==> src/rtl/fir9_cfg_ctrl.sv <==
// ============================================================================
// Module   : fir9_cfg_ctrl
// Purpose  : Shadow/active configuration bank and commit/flush sequencer for
//            the 9-tap thresholding FIR. Optional readback: FIR9_CFG_READBACK_EN
// Revision : 1.0
// ============================================================================
`default_nettype none

module fir9_cfg_ctrl #(
  parameter int TAPS         = 9,
  parameter int FLUSH_CYCLES = 10
) (
  input  logic                clk,
  input  logic                rst,
  input  logic                i_wr_valid,
  output logic                o_wr_ready,
  input  logic [3:0]          i_wr_addr,
  input  logic [10:0]         i_wr_data,
  output logic                o_wr_err,
  input  logic                i_s_valid,
  input  logic [3:0]          i_s_data,
  output logic [3:0]          o_fir_x,
  output logic [4*TAPS-1:0]   o_fir_c,
  output logic [10:0]         o_fir_thresh,
  input  logic                i_fir_y,
  output logic                o_y,
  output logic                o_y_valid,
  output logic                o_busy,
  output logic                o_cfg_dirty
`ifdef FIR9_CFG_READBACK_EN
  ,
  input  logic [3:0]          i_rd_addr,
  input  logic                i_rd_shadow,
  output logic [10:0]         o_rd_data
`endif
);

  localparam int              c_CNT_W    = $clog2(FLUSH_CYCLES + 1);
  localparam logic [c_CNT_W-1:0] c_CNT_INIT = c_CNT_W'(FLUSH_CYCLES);
  localparam logic [c_CNT_W-1:0] c_CNT_LAST = c_CNT_W'(1);
  localparam logic [3:0]      c_ADDR_THR = 4'(TAPS);
  localparam logic [3:0]      c_ADDR_CMT = 4'(TAPS + 1);

  typedef enum logic [1:0] {
    S_IDLE   = 2'd0,
    S_COMMIT = 2'd1,
    S_FLUSH  = 2'd2
  } state_t;

  state_t               r_state;
  logic [c_CNT_W-1:0]   r_cnt;
  logic                 r_wr_err;
  logic [3:0]           r_fir_x;
  logic                 r_dirty;
  logic [3:0]           r_sh_c  [TAPS];
  logic [3:0]           r_act_c [TAPS];
  logic [10:0]          r_sh_thr;
  logic [10:0]          r_act_thr;

  logic                 w_idle;
  logic                 w_is_coef;

  assign w_idle    = (r_state == S_IDLE);
  assign w_is_coef = (i_wr_addr < c_ADDR_THR);

  always_ff @(posedge clk) begin
    if (rst) begin
      r_state   <= S_FLUSH;
      r_cnt     <= c_CNT_INIT;
      r_wr_err  <= 1'b0;
      r_fir_x   <= '0;
      r_dirty   <= 1'b0;
      r_sh_thr  <= '0;
      r_act_thr <= '0;
      for (int i = 0; i < TAPS; i++) begin
        r_sh_c[i]  <= '0;
        r_act_c[i] <= '0;
      end
    end else begin
      r_wr_err <= 1'b0;
      // Only IDLE forwards samples; COMMIT and FLUSH feed zeros into the taps.
      r_fir_x  <= (w_idle && i_s_valid) ? i_s_data : 4'd0;

      case (r_state)
        S_IDLE: begin
          if (i_wr_valid) begin
            if (w_is_coef) begin
              for (int i = 0; i < TAPS; i++) begin
                if (i_wr_addr == 4'(i)) begin
                  r_sh_c[i] <= i_wr_data[3:0];
                end
              end
              r_dirty <= 1'b1;
            end else if (i_wr_addr == c_ADDR_THR) begin
              r_sh_thr <= i_wr_data;
              r_dirty  <= 1'b1;
            end else if (i_wr_addr == c_ADDR_CMT) begin
              r_state <= S_COMMIT;
            end else begin
              r_wr_err <= 1'b1;
            end
          end
        end

        S_COMMIT: begin
          for (int i = 0; i < TAPS; i++) begin
            r_act_c[i] <= r_sh_c[i];
          end
          r_act_thr <= r_sh_thr;
          r_dirty   <= 1'b0;
          r_cnt     <= c_CNT_INIT;
          r_state   <= S_FLUSH;
        end

        S_FLUSH: begin
          r_cnt <= r_cnt - c_CNT_LAST;
          if (r_cnt <= c_CNT_LAST) begin
            r_state <= S_IDLE;
          end
        end

        default: begin
          r_state <= S_FLUSH;
          r_cnt   <= c_CNT_INIT;
        end
      endcase
    end
  end

  for (genvar gi = 0; gi < TAPS; gi++) begin : g_pack
    assign o_fir_c[4*gi +: 4] = r_act_c[gi];
  end

  assign o_wr_ready   = w_idle;
  assign o_wr_err     = r_wr_err;
  assign o_fir_x      = r_fir_x;
  assign o_fir_thresh = r_act_thr;
  assign o_y_valid    = w_idle;
  assign o_y          = i_fir_y & w_idle;
  assign o_busy       = ~w_idle;
  assign o_cfg_dirty  = r_dirty;

`ifdef FIR9_CFG_READBACK_EN
  logic [10:0] r_rd_data;

  always_ff @(posedge clk) begin
    if (rst) begin
      r_rd_data <= '0;
    end else begin
      r_rd_data <= '0;
      if (i_rd_addr == c_ADDR_THR) begin
        r_rd_data <= i_rd_shadow ? r_sh_thr : r_act_thr;
      end else begin
        for (int i = 0; i < TAPS; i++) begin
          if (i_rd_addr == 4'(i)) begin
            r_rd_data <= {7'd0, (i_rd_shadow ? r_sh_c[i] : r_act_c[i])};
          end
        end
      end
    end
  end

  assign o_rd_data = r_rd_data;
`endif

endmodule

`default_nettype wire

==> config.mk <==
export PLATFORM = sky130hd
export DESIGN_NAME = fir9_cfg_ctrl
export DESIGN_NICKNAME = d
export VERILOG_FILES = /design/src/rtl/fir9_cfg_ctrl.sv
export SDC_FILE = /design/constraint.sdc
export NUM_CORES = 1
export LEC_CHECK = 0
export BUFFER_PORTS_ARGS = -buffer_cell sky130_fd_sc_hd__buf_2
export CAP_MARGIN = 10
export CELL_PAD_IN_SITES_DETAIL_PLACEMENT = 1
export CELL_PAD_IN_SITES_GLOBAL_PLACEMENT = 2
export CORE_MARGIN = 10
export CORE_UTILIZATION = 38
export CTS_BUF_LIST = sky130_fd_sc_hd__clkbuf_4 sky130_fd_sc_hd__clkbuf_8
export DETAILED_ROUTE_END_ITERATION = 7
export PLACE_DENSITY = 0.82
export SYNTH_ARGS = -nofsm -noshare
export SYNTH_HDL_FRONTEND = slang
export SYNTH_SLANG_ARGS = --single-unit
==> constraint.sdc <==
create_clock -name clk -period 2.9 [get_ports clk]
set_clock_uncertainty 0.15 [all_clocks]
set_input_delay 0.58 -clock clk [delete_from_list [all_inputs] [get_ports clk]]
set_output_delay 0.58 -clock clk [all_outputs]
set_load 0.03 [all_outputs]
==> results of run 1 <==
flip-flops by register name, indices dropped and copies added, names as in the netlist:
signal / cells
r_act_c: 36
r_sh_c: 36
o_fir_thresh: 11
r_sh_thr: 11
o_fir_x: 4
r_cnt: 4
r_state: 2
o_cfg_dirty: 1
o_wr_err: 1
logic make-up after synthesis:
group | after synthesis
buffers and inverters | 19
multiplexers | 11
adder cells (fa/ha/maj) | 2
XOR/XNOR | 3
flip-flops | 106
AND/OR/NAND/NOR | 96
AO/OA/AOI/OAI | 28
layer usage:
layer  GRT usage [%]  routed length [um]
met1            12.2                3440
met2            19.9                4020
met3            5.44                 769
met4            3.62                  65
met5               0                   0
report_power, final:
| part | internal, W | switching [W] | total, W |
|---|---|---|---|
| Sequential | 0.00167 | 0.0000299 | 0.00170 |
| Clock | 0.000331 | 0.000527 | 0.000858 |
| Combinational | 0.0000739 | 0.000149 | 0.000223 |
| Total | 0.00207 | 0.000706 | 0.00278 |
layout make-up:
| class | instances | share of cell area (%) |
|---|---|---|
| Tap cell | 133 | 3.64 |
| Clock buffer | 10 | 2.87 |
| Timing Repair Buffer | 87 | 9.91 |
| Sequential cell | 106 | 62.2 |
| Multi-Input combinational cell | 140 | 19.8 |
| Inverter | 6 | 0.493 |
| Clock inverter | 6 | 1.07 |
final timing paths:
kind / slack, ns / end / cells past startpoint
worst max-delay path: 0.53 / r_sh_c[0][29] / 3
worst min-delay path: 0.26 / o_fir_x[2] / 2
worst max register to register: 0.53 / r_sh_c[0][29] / 3
worst min register to register: 0.31 / r_sh_thr[0] / 2
cells in the final DEF, fill, tap and decap left out, drive strengths merged, types with 2 or more instances in the layout:
master and n:
a21oi 4, a22o 11, and2 45, buf 87, clkbuf 10, clkinvlp 3
dfxtp 34, edfxtp 72, ha 2, inv 8, mux2i 11, nand2 28
nand2b 4, nor2 6, nor3 3, o21ai 10, o31ai 2, or3 2
xnor2 2
stage by stage:
step | util (%) | cell area (um2) | power, W | hold slack (ns)
after floorplan | - | 3820 | 0.00188 | 0.284
after global placement | 44.9 | 4390 | 0.00195 | 0.292
after detailed placement | 44.9 | 4390 | 0.00196 | 0.304
after CTS | 46.8 | 4570 | 0.00281 | 0.248
after global routing | 46.8 | 4570 | 0.00288 | 0.255
final | 46.8 | 4570 | 0.00278 | 0.264
worst max-delay path, delay by kind of cell, from the launching register on:
kind	cells	cell delay (ns)
AND/OR/NAND/NOR	2	1.08
AO/OA/AOI/OAI	1	0.38
flip-flops	1	0.42
==> metrics.txt, run 1 <==
status complete, no violations; Worst-Skew Late Latency 0.36 ns; hpwl dp 5930 um; placed cells 472; crit path from r_state[1]; non-filler instance count after layout 488; All-Layer GR Usage 11.5%; Post-synth ARST share 0%; Vias 2296; Post-Synth Adder-Cell Area 0.654%; H-Tree Depth 3; post-synth top area share 56.5%; Synth Cell Area 0.00382 mm2; Post CTS Setup Buffer Count 0; number of core rows 36; starting density of the core 39.1%; vias per cell 4.70; ANT cells 0; Power Dens Cells 608 mW/mm2; Post-Synth XOR/XNOR Area 0.687%; Synth cell types 33; DIE HEIGHT 120 um; compound-gate portion of the synthesized area 5.27%; Antenna Violating Nets Remaining 0; Residual DRC 0; largest net degree at the start of global routing 38; Avg Inst Size Synth 14.4 um2; # resized after CTS 0; Worst setup EP type register; Leak 1.86 nW; vias in the first global route 2503; Synth Area in Simple Gates 14.0%; Slew @ Worst Pin 0.679 ns; setup slack after layout 0.531 ns; pre-CTS WS 0.293 ns; Core Area 0.00977 mm2; WP data arrival 2.24 ns; Hold Buf Count CTS 0; setup TNS 0 ns; Total Wirelength 8300 um; RSZ-0062 raised after global routing no; Required @ worst endpoint 2.77 ns; largest cells by area after synthesis edfxtp_1 57%, dfxtp_1 18%, and2_1 7.4%; syn nets 291; max_cap viols 0; CTS Sinks 106; Top FF cell, synth edfxtp_1; crit-path max FO 10; YS warnings 0; CP startpoint kind register; Clock transition at path regs 0.11 ns; Slowest Stage Delay on Critical Path 0.62 ns; multiplexer share of the synthesized area 2.88%; fmax 422 MHz; global-route wire length before repair 13100 um; CTS tree built; Pre-antenna DRT Iters 4; placer congestion estimate 0.722; PortBufs 80; WS Path Type register to register; synth cell count leaders 72 x edfxtp_1, 45 x and2_1, 34 x dfxtp_1; DIE WIDTH 120 um; Tmin final 2.37 ns; crit-path cells or4b_4 -> or3b_4 -> o21ai_1; synthesis-stage register bit count 106; Routed wire per std cell 17.0 um; worst min path class primary input to register; Seq/Total Area, Yosys 74.3%; # IOs 81; Max rail drop VDD 0.300 mV; FF-to-FF Start r_state[1]; grt total ovfl 0; cell taking the most area after synthesis edfxtp_1; Slew HR 54.7%; final slew viol count 0; sequential cell area 0.00284 mm2; Nets 376; final setup fails 0; DR iter-0 viols 69; Max Buffers Root-to-Sink 2; Root Driver clkbuf_8; Multi-input gate area 906 um2; Hold Crit Start i_s_data[2]; Area Overhead vs Synth 19.5%; slowest CP cell or4b_4; CTS Buf Count 9; fill cell count 1029; Gate Count Post-Synth 265; Final period util 81.7%; initial antenna violation count 0; Final Hold Viols 0; layout cells sized above 1 30.7%; count leader, synth edfxtp_1; DIE AREA 0.0145 mm2; largest family of logic cells by synthesized area simple AND/OR/NAND/NOR gates; number of synthesized flops with an enable pin 72
Power figures use the tool's default switching activity.
==> inputs of run 2 (changes only) <==
clock period = 2.37 ns   (was 2.9 ns; I/O delays follow)
==> run 2 against run 1 <==
- critical path type unchanged
- wire length grew 0.72%
- worst setup slack lost 0.38 ns
- register-to-register slack got worse by 0.38 ns
- maximum frequency is 6.6% higher
- flip-flop and latch count unchanged
- global-route usage increased by 0.089 points
- via count is 0.52% higher
- combinational power is 29% higher
- largest power group unchanged
==> metrics.txt, run 2 (synthesized netlist as in run 1, its figures left out) <==
Required @ worst endpoint 2.25 ns (-0.52 ns); Worst-Skew Late Latency 0.36 ns (about the same); CP startpoint kind register; fmax 450 MHz (+6.6%); DIE AREA 0.0145 mm2 (unchanged); status complete, no violations; Tmin final 2.22 ns (-0.146 ns); Hold Buf Count CTS 0 (unchanged); Max rail drop VDD 0.287 mV (-4.3%); hpwl dp 6140 um (+3.4%); CTS Buf Count 9 (unchanged); met2 Usage GRT 20.1% (+0.17 points); crit-path cells or4b_4 -> or3b_4 -> o21ai_1; Residual DRC 0 (unchanged); Max Buffers Root-to-Sink 2 (unchanged); non-filler instance count after layout 493 (+1.0%); DP Area 0.00445 mm2 (+1.3%); pre-CTS WS -0.0533 ns (-0.347 ns); final setup fails 0 (unchanged); most common cell after layout, fill and taps aside buf_2; Nets 382 (+1.6%); Clock transition at path regs 0.10 ns (about the same); Post CTS Setup Buffer Count 0 (unchanged); crit-path max FO 5 (-5); WP data arrival 2.10 ns (-0.14 ns); ANT cells 0 (unchanged); Regs by FF count r_act_c: 36 flops, r_sh_c: 36 flops; Area Overhead vs Synth 21.3%; worst min path class primary input to register; CTS Sinks 106 (unchanged); # resized after CTS 0 (unchanged); H-Tree Depth 3 (unchanged); CTS tree built; vias per cell 4.68 (-0.50%); Total Wirelength 8360 um (+0.72%); GRT busiest layer met2; placer congestion estimate 0.731 (+1.2%); Final period util 93.8% (+12 points); Slew @ Worst Pin 0.487 ns (-0.193 ns); global-route wire length before repair 13200 um (+0.79%); Vias 2308 (+0.52%); cell area after layout 0.00464 mm2 (+1.5%); final slew viol count 0 (unchanged); Leak 1.90 nW (+2.2%); Core Area 0.00977 mm2 (unchanged); Routed wire per std cell 16.9 um (-0.30%); All-Layer GR Usage 11.6% (+0.089 points); Root Driver clkbuf_8; post-layout util 47.5% (+0.70 points); DIE WIDTH 120 um (unchanged); max_cap viols 0 (unchanged); Final Hold Viols 0 (unchanged); placed cells 478 (+1.3%); DIE HEIGHT 120 um (unchanged); vias in the first global route 2597 (+3.8%); setup slack after layout 0.147 ns (-0.384 ns); Pre-antenna DRT Iters 4 (unchanged); Worst setup EP type register; DR iter-0 viols 69 (unchanged); starting density of the core 39.1% (unchanged); GRT met3 Usage 5.40% (-0.047 points); Power Dens Cells 747 mW/mm2 (+23%); met1 GRT Util 12.1% (-0.14 points); Antenna Violating Nets Remaining 0 (unchanged); slowest CP cell or4b_4; Slowest Stage Delay on Critical Path 0.57 ns (-0.05 ns); PortBufs 80 (unchanged); commonest cells after routing, fill and taps aside 80 x buf_2, 72 x edfxtp_1, 45 x and2_1; Slew HR 67.5% (+13 points); # IOs 81 (unchanged); initial antenna violation count 0 (unchanged); layout cells sized above 1 31.4% (+0.68 points); WS Path Type register to register; fill cell count 1024 (-0.49%); grt total ovfl 0 (unchanged); largest net degree at the start of global routing 38 (unchanged); RSZ-0062 raised after global routing no; number of core rows 36 (unchanged)
## run 2: cell count changes in the layout (fill, tap and decap cells not counted)
cell and change:
clkinvlp_4 -1, clkinvlp_2 -1, clkinv_1 +1, buf_12 +1
buf_4 +5, clkinv_4 +1, clkbuf_4 -1, inv_8 -1
bufinv_16 +1
## run 2: layout make-up
type                            instances  area [um2]  area share [%]
Clock buffer                            9         124            2.67
Clock inverter                          6        67.6            1.46
Inverter                                6        22.5           0.485
Sequential cell                       106        2840            61.3
Tap cell                              133         166            3.59
Timing Repair Buffer                   93         510            11.0
Multi-Input combinational cell        140         906            19.5
## run 2: path summary, 6_finish.rpt
check / start / end / slack [ns] / cells past startpoint
worst min register to register: r_sh_thr[10] / r_sh_thr[10] / 0.32 / 2
worst max register to register: r_state[1] / r_sh_c[0][20] / 0.15 / 3
worst min-delay path: i_s_data[1] / o_fir_x[1] / 0.15 / 2
worst max-delay path: r_state[1] / r_sh_c[0][20] / 0.15 / 3
## run 2: worst max-delay path, delay by kind of cell (launching register included)
| family | cells | cell delay (ns) |
|---|---|---|
| AOI/OAI and AO/OA | 1 | 0.38 |
| DFF | 1 | 0.32 |
| and+or+nand+nor | 2 | 1.02 |
## run 2: power breakdown
group	switching (W)	total, W	internal [W]
registers	0.0000317	0.00207	0.00204
clock network	0.000622	0.00111	0.000487
logic	0.000187	0.000287	0.000100
## run 2: per-stage QoR
stage	total power (W)	hold slack, ns	TNS, ns
finish	0.00347	0.150	0
detailed placement	0.00241	0.306	-0.543
CTS	0.00349	0.142	0
floorplan	0.00230	0.284	0
global route	0.00361	0.140	0
global placement	0.00240	0.295	0
## run 2: metal layers
layer,vias up,wire [um]
li1,1107,-
met1,1105,3350
met2,80,4060
met3,16,804
met4,0,139
met5,-,0
